$ cat config.mk
export PLATFORM = sky130hd
export DESIGN_NAME = fwd_lkp_mc
export DESIGN_NICKNAME = d
export VERILOG_FILES = /design/src/rtl/fwd_lkp_mc.sv
export SDC_FILE = /design/constraint.sdc
export NUM_CORES = 2
export LEC_CHECK = 0
export CORE_ASPECT_RATIO = 0.9
export CORE_MARGIN = 4
export CORE_UTILIZATION = 45
export CTS_CLUSTER_DIAMETER = 80
export DETAILED_ROUTE_END_ITERATION = 8
export PLACE_DENSITY_LB_ADDON = 0.1
export SYNTH_ARGS = -nofsm -noshare
export SYNTH_HDL_FRONTEND = slang
export SYNTH_SLANG_ARGS = --single-unit
export TNS_END_PERCENT = 20
$ cat constraint.sdc
create_clock -name clk -period 10.7 [get_ports clk]
set_input_delay 2.14 -clock clk [delete_from_list [all_inputs] [get_ports clk]]
set_output_delay 2.14 -clock clk [all_outputs]
set_load 0.1 [all_outputs]
$ cat src/rtl/fwd_lkp_mc.sv
// -----------------------------------------------------------------------------
// fwd_lkp_mc : multi-channel forwarding lookup table
//
// Holds DEPTH = 2**AW entries of DW bits each. Two kinds of client share the
// single table port:
//   - the host CPU, over the squat bus, with a 4-phase Rdy_Dtack handshake
//   - NUM_LKP forwarding channels, through a round-robin req/gnt arbiter
// After reset an init sweep writes zero to every entry. Host cycles and
// lookups wait until the sweep is finished.
//
// Optional feature: define FWD_LKP_PARITY_EN to store one even-parity bit
// per entry. Lookups then flag a stored-parity mismatch on perr. When the
// macro is undefined, no parity is stored and perr is tied to 0.
//
// Ports
//   clk, rst_n            clock, asynchronous active-low reset
//   BusMode, Sel, Rd_DS,  host bus decode
//   Wr_RW, Addr, DataIn   (Addr[AW-1:0] used, the upper bits are ignored)
//   DataOut               host read data, held until the next host read
//   Rdy_Dtack             active-low host acknowledge
//   lkp_req / lkp_addr    per-channel lookup request and address
//   lkp_gnt               one-hot grant; the table is read in this cycle
//   lkp_vld / lkp_data    read data, one cycle after the grant
//   perr                  parity error, qualified by lkp_vld
//   init_done             high once the clear sweep has finished
//   dbg_state             current FSM state (0 INIT, 1 IDLE, 2 HACC, 3 HDONE)
//
// Lookup handshake: a channel raises lkp_req[i] with lkp_addr[i] stable and
// holds both until it sees lkp_gnt[i] high in a cycle. The table is read on
// the clock edge that ends that cycle. lkp_vld[i] pulses for one cycle after
// that edge. lkp_data[i] holds its value until the next lkp_vld[i].
// -----------------------------------------------------------------------------
`ifndef PORT_NUM
`define PORT_NUM 4
`endif

module fwd_lkp_mc #(
    parameter int AW      = 8,
    parameter int DW      = 12 + `PORT_NUM,
    parameter int NUM_LKP = 4
) (
    input  logic                  clk,
    input  logic                  rst_n,
    input  logic                  BusMode,
    input  logic [11:0]           Addr,
    input  logic                  Sel,
    input  logic [DW-1:0]         DataIn,
    input  logic                  Rd_DS,
    input  logic                  Wr_RW,
    output logic [DW-1:0]         DataOut,
    output logic                  Rdy_Dtack,
    input  logic [NUM_LKP-1:0]    lkp_req,
    input  logic [NUM_LKP*AW-1:0] lkp_addr,
    output logic [NUM_LKP-1:0]    lkp_gnt,
    output logic [NUM_LKP-1:0]    lkp_vld,
    output logic [NUM_LKP*DW-1:0] lkp_data,
    output logic                  init_done,
    output logic [NUM_LKP-1:0]    perr,
    output logic [1:0]            dbg_state
);

    localparam int DEPTH = 1 << AW;
    localparam int RRW   = (NUM_LKP > 1) ? $clog2(NUM_LKP) : 1;
`ifdef FWD_LKP_PARITY_EN
    localparam int MW = DW + 1;   // parity bit stored above the data
`else
    localparam int MW = DW;
`endif

    typedef enum logic [1:0] {
        S_INIT  = 2'd0,
        S_IDLE  = 2'd1,
        S_HACC  = 2'd2,
        S_HDONE = 2'd3
    } state_t;

    // ---------------------------------------------------------------- state
    state_t                  state_q, state_d;
    logic [AW-1:0]           ptr_q, ptr_d;
    logic [RRW-1:0]          rr_q, rr_d;
    logic                    init_done_q, init_done_d;
    logic                    rdy_q, rdy_d;
    logic [DW-1:0]           dout_q, dout_d;
    logic [NUM_LKP-1:0]      vld_q, vld_d;
    logic [NUM_LKP*DW-1:0]   ldata_q, ldata_d;

    logic [MW-1:0]           table_mem [DEPTH];

    // ---------------------------------------------------------- host decode
    logic wr_cyc, rd_cyc, host_cyc, host_take, arb_en;
    logic unused_addr_bits;

    assign wr_cyc   = BusMode && ({Sel, Rd_DS, Wr_RW} == 3'b010);
    assign rd_cyc   = BusMode && ({Sel, Rd_DS, Wr_RW} == 3'b001);
    assign host_cyc = wr_cyc || rd_cyc;
    assign unused_addr_bits = ^Addr[11:AW];

    // The host owns the table only in the IDLE cycle that starts its access.
    // HACC and HDONE leave the port free, so a host cycle blocks lookups for
    // just that one cycle.
    assign host_take = (state_q == S_IDLE) && host_cyc;
    assign arb_en    = ((state_q == S_IDLE) && !host_cyc) ||
                       (state_q == S_HACC) || (state_q == S_HDONE);

    // -------------------------------------------------------------- arbiter
    logic               gnt_found;
    logic [RRW-1:0]     gnt_idx;
    logic [NUM_LKP-1:0] gnt;

    always_comb begin
        gnt_found = 1'b0;
        gnt_idx   = '0;
        gnt       = '0;
        if (arb_en) begin
            // Scan the channels starting at the round-robin pointer.
            for (int k = 0; k < NUM_LKP; k++) begin
                if (!gnt_found && lkp_req[(int'(rr_q) + k) % NUM_LKP]) begin
                    gnt_found = 1'b1;
                    gnt_idx   = RRW'((int'(rr_q) + k) % NUM_LKP);
                end
            end
        end
        if (gnt_found) begin
            gnt[gnt_idx] = 1'b1;
        end
    end

    // ----------------------------------------------------------- table port
    logic [AW-1:0] rd_addr;
    logic [MW-1:0] rd_word;
    logic [DW-1:0] rd_data;
    logic          tbl_we;
    logic [AW-1:0] tbl_waddr;
    logic [MW-1:0] tbl_wdata;
    logic [MW-1:0] host_wword;

    assign rd_addr = host_take ? Addr[AW-1:0]
                               : lkp_addr[int'(gnt_idx)*AW +: AW];
    assign rd_word = table_mem[rd_addr];
    assign rd_data = rd_word[DW-1:0];

`ifdef FWD_LKP_PARITY_EN
    assign host_wword = {^DataIn, DataIn};
`else
    assign host_wword = DataIn;
`endif

    always_ff @(posedge clk) begin
        if (tbl_we) begin
            table_mem[tbl_waddr] <= tbl_wdata;
        end
    end

    // ------------------------------------------------------ next-state logic
    always_comb begin
        state_d     = state_q;
        ptr_d       = ptr_q;
        init_done_d = init_done_q;
        rdy_d       = rdy_q;
        dout_d      = dout_q;
        tbl_we      = 1'b0;
        tbl_waddr   = Addr[AW-1:0];
        tbl_wdata   = host_wword;

        case (state_q)
            S_INIT: begin
                // An all-zero word also carries correct even parity.
                tbl_we    = 1'b1;
                tbl_waddr = ptr_q;
                tbl_wdata = '0;
                ptr_d     = ptr_q + AW'(1);
                if (ptr_q == '1) begin
                    state_d     = S_IDLE;
                    init_done_d = 1'b1;
                end
            end
            S_IDLE: begin
                if (host_cyc) begin
                    state_d = S_HACC;
                    if (wr_cyc) begin
                        tbl_we = 1'b1;
                    end else begin
                        dout_d = rd_data;
                    end
                end
            end
            S_HACC: begin
                // Acknowledge even if the decode has already dropped. A write
                // has committed by now in any case.
                rdy_d   = 1'b0;
                state_d = S_HDONE;
            end
            S_HDONE: begin
                if (!host_cyc) begin
                    rdy_d   = 1'b1;
                    state_d = S_IDLE;
                end
            end
            default: state_d = S_INIT;
        endcase
    end

    always_comb begin
        rr_d    = rr_q;
        vld_d   = gnt;
        ldata_d = ldata_q;
        if (gnt_found) begin
            rr_d = (gnt_idx == RRW'(NUM_LKP - 1)) ? '0 : gnt_idx + RRW'(1);
        end
        for (int i = 0; i < NUM_LKP; i++) begin
            if (gnt[i]) begin
                ldata_d[i*DW +: DW] = rd_data;
            end
        end
    end

    // ------------------------------------------------------------ registers
    always_ff @(posedge clk or negedge rst_n) begin
        if (!rst_n) begin
            state_q     <= S_INIT;
            ptr_q       <= '0;
            rr_q        <= '0;
            init_done_q <= 1'b0;
            rdy_q       <= 1'b1;
            dout_q      <= '0;
            vld_q       <= '0;
            ldata_q     <= '0;
        end else begin
            state_q     <= state_d;
            ptr_q       <= ptr_d;
            rr_q        <= rr_d;
            init_done_q <= init_done_d;
            rdy_q       <= rdy_d;
            dout_q      <= dout_d;
            vld_q       <= vld_d;
            ldata_q     <= ldata_d;
        end
    end

    // --------------------------------------------------------------- parity
`ifdef FWD_LKP_PARITY_EN
    logic [NUM_LKP-1:0] perr_q, perr_d;
    logic               par_bad;

    assign par_bad = rd_word[DW] ^ (^rd_data);

    always_comb begin
        perr_d = gnt & {NUM_LKP{par_bad}};
    end

    always_ff @(posedge clk or negedge rst_n) begin
        if (!rst_n) begin
            perr_q <= '0;
        end else begin
            perr_q <= perr_d;
        end
    end

    assign perr = perr_q;
`else
    assign perr = '0;
`endif

    // -------------------------------------------------------------- outputs
    assign lkp_gnt   = gnt;
    assign lkp_vld   = vld_q;
    assign lkp_data  = ldata_q;
    assign DataOut   = dout_q;
    assign Rdy_Dtack = rdy_q;
    assign init_done = init_done_q;
    assign dbg_state = state_q;

endmodule
==> metrics.md <==
| Metric | Value |
|---|---|
| Outcome | finished, final reports clean |
| Share of cells above drive strength 1 | 10.8% |
| Setup violators final | 0 |
| Static Leakage | 0.0621 uW |
| H-tree depth | 5 |
| GR peak layer | met2 |
| Worst setup EP type | register |
| Cts hold-fix bufs | 0 |
| GRT Total Usage | 26.4% |
| I/O pin cnt | 166 |
| Final count of hold timing violations | 0 |
| Share of flip-flops with an asynchronous set or reset | 2.34% |
| Period utilization | 78.9% |
| CTS tree | done |
| Clock Tree Buf Depth | 4 |
| Layout Cells excl Fill | 17120 |
| Layout Nets | 11942 |
| Die outline width | 648 um |
| Critical Path Most Common Cell | nor4_1 |
| Largest stage delay, worst path | 950 ps |
| Synth Cell Area | 166000 um2 |
| Post-synth EDFFs | 4096 |
| GRT overflow | 0 |
| Yosys warning count | 0 |
| Met2 usage | 40.3% |
| Avg Cell Area, Syn | 14.3 um2 |
| Placement Setup Slack | 1410 ps |
| Critical Path RT | 11520 ps |
| First-pass GRT wire length | 724000 um |
| Clk_skew | 98.1 ps |
| Die Height | 584 um |
| CP Max Fanout | 78 |
| Clock root cell | clkbuf_16 |
| Min Tclk post-route | 8450 ps |
| Top cells by area, synth | edfxtp_1 (74%), nand2_1 (6.0%), a32oi_1 (2.1%) |
| Area grow syn2layout | 13.4% |
| DRT antenna net count | 0 |
| Crit-path cells | clkdlybuf4s50_1 -> o21bai_1 -> a21oi_1 -> o221a_1 -> clkinv_2 -> a31oi_2 -> a221o_4 -> nand2_8 -> buf_12 -> a211oi_1 -> a311oi_1 -> nor4_1 -> buf_4 -> o21ai_0 -> nor4_1 -> a311o_2 -> o21ai_1 |
| Critical Path Start Type | primary input |
| Rows | 211 |
| Measured slew at the worst slew-check pin | 1350 ps |
| RSZ-0062 raised after global routing | false |
| # Max-Cap Violations | 0 |
| Setup TNS | 0 ps |
| Core ar. | 367000 um2 |
| Slowest-stage cell, CP | nor4_1 |
| Final routed DRC violation total | 0 |
| Hold WC Path Type | reg -> reg |
| Clock transition at path regs | 60 ps |
| Cell taking the most area after synthesis | edfxtp_1 |
| Antenna violations before repair | 28 |
| CP Class | in -> reg |
| Initial DRC Count | 12991 |
| Slew headroom | 9.76% |
| CTS Sinks | 4194 |
| Full die area | 379000 um2 |
| Number of CTS-inserted buffers | 425 |
| PostCTS Resize Cnt | 0 |
| Met3 GRT Util | 4.48% |
| Placed cells | 16334 |
| Routed wire per std cell | 29.9 um |
| Vias/cell | 6.06 |
| PwrDens | 181 nW/um2 |
| Worst Slack Setup Final | 2250 ps |
| First-pass DRT Iterations | 6 |
| Max Transition Viols Final | 0 |
| Largest net degree at the start of global routing | 186 |
| Skew-Pair Late Insertion Delay | 970 ps |
| Most frequent cells after synthesis | edfxtp_1 (4096), nand2_1 (2636), a21oi_1 (669) |
| Synth top area share | 74.1% |
| Post-Synthesis Cells | 11630 |
| Vias | 103786 |
| Number of global-route vias before repair | 98822 |
| Postcts setup bufs | 0 |
| Count leader, synth | edfxtp_1 |
| Data arrival time of the worst path | 9270 ps |
| Cell variety after synth | 85 |
| Routability cong. | 0.873 |
| Port buffer count | 157 |
| Maximum vdd drop | 0.000139 V |
| Routing usage on met1 | 38.0% |
| Starting density of the core | 45.2% |
| Layout filler cell count | 30566 |
| Main flop type after synthesis | edfxtp_1 |
| Final WL | 512000 um |
| Synthesized flop and latch total | 4194 |
| Seq/Total Area, Yosys | 75.6% |
| Fmax | 0.118 GHz |
| Post-DP HPWL | 295000 um |
[sequential cells by signal, summed over array words and instances, names as in the netlist]
signal	flops
init_done	1
lkp_vld	4
ptr_q	8
lkp_data	64
DataOut	16
table_mem	4096
Rdy_Dtack	1
dbg_state	2
rr_q	2
[critical path: cells and delay by family]
kind / cells / cell delay, ps
AO/OA/AOI/OAI: 10 / 3490
buffers and inverters: 4 / 1550
AND/OR/NAND/NOR: 3 / 1920
[metrics by stage]
stage                     hold slack [ps]  total power, uW  cell area [um2]  util (%)
after floorplan                       476            19200           166000         -
after global placement                445            19900           175000      47.6
after detailed placement              443            19900           175000      47.6
after CTS                             457            34300           188000      51.3
after global routing                  481            35100           188000      51.3
final                                 460            34100           188000      51.3
[metal layers]
| metal | vias to the layer above | share of wire [%] | wire length, um |
|---|---|---|---|
| li1 | 45166 | - | - |
| met1 | 53362 | 42 | 216000 |
| met2 | 4409 | 46 | 233000 |
| met3 | 845 | 8.2 | 41800 |
| met4 | 4 | 4.1 | 20800 |
| met5 | - | 0.0066 | 34 |
[cells in the final DEF (no fill, tap or decap), types with 35 or more instances in the layout]
cell / n
and3_1: 270
a211oi_1: 338
buf_12: 59
mux2i_1: 102
nand2_1: 2618
o21ai_1: 89
a311oi_1: 176
clkbuf_16: 438
edfxtp_1: 4096
o21ai_0: 97
a221oi_1: 42
nand3_1: 511
clkinv_1: 93
buf_4: 465
dfrtp_1: 97
nor2_2: 35
clkbuf_1: 102
clkdlybuf4s50_1: 156
a32oi_1: 405
a21oi_1: 669
nor2_1: 312
nor4_1: 59
a31oi_1: 110
clkinv_2: 73
a22oi_1: 251
mux4_2: 68
[kinds of logic after synthesis]
group / after synthesis / share of synthesized area [%]
flops: 4194 / 75.6
compound gates: 2391 / 10.1
other cells: 1 / 0.00226
buf+inv: 904 / 2.64
fa+ha+maj: 10 / 0.0754
xor+xnor: 9 / 0.0475
simple gates: 3945 / 10.0
mux: 176 / 1.58
[cell type report]
cell class / instances / area, um2 / share of cell area, %
flip-flops and latches: 4194 / 125000 / 66.6
repair buffers: 680 / 6230 / 3.31
well taps: 4899 / 6130 / 3.26
clock inverters: 221 / 2060 / 1.09
multi-input cells: 6535 / 36800 / 19.5
clock buffers: 554 / 11500 / 6.12
diodes: 11 / 27.5 / 0.0146
inverters: 26 / 98.8 / 0.0525
[report_power, final]
| group | internal, uW | total, uW | leakage (uW) | switching (uW) |
|---|---|---|---|---|
| sequential | 17800 | 17800 | 0.0375 | 11.6 |
| clock | 8340 | 14600 | 0.00665 | 6220 |
| combinational | 498 | 1790 | 0.0180 | 1290 |
[worst paths after layout]
path,startpoint,end,slack [ps],cells past startpoint
setup / recovery,lkp_req[0],DataOut[13]$_DFFE_PN0P_,2250,17
hold / removal,init_done$_DFFE_PN0P_,init_done$_DFFE_PN0P_,460,1
setup reg to reg,dbg_state[1]$_DFFE_PN0P_,DataOut[13]$_DFFE_PN0P_,3410,17
hold reg to reg,init_done$_DFFE_PN0P_,init_done$_DFFE_PN0P_,460,1
max in group asynchronous,rst_n,DataOut[13]$_DFFE_PN0P_,8370,2
min in group asynchronous,rst_n,lkp_data[20]$_DFFE_PN0P_,1160,1
No activity file was read; power rests on OpenSTA's default activity.
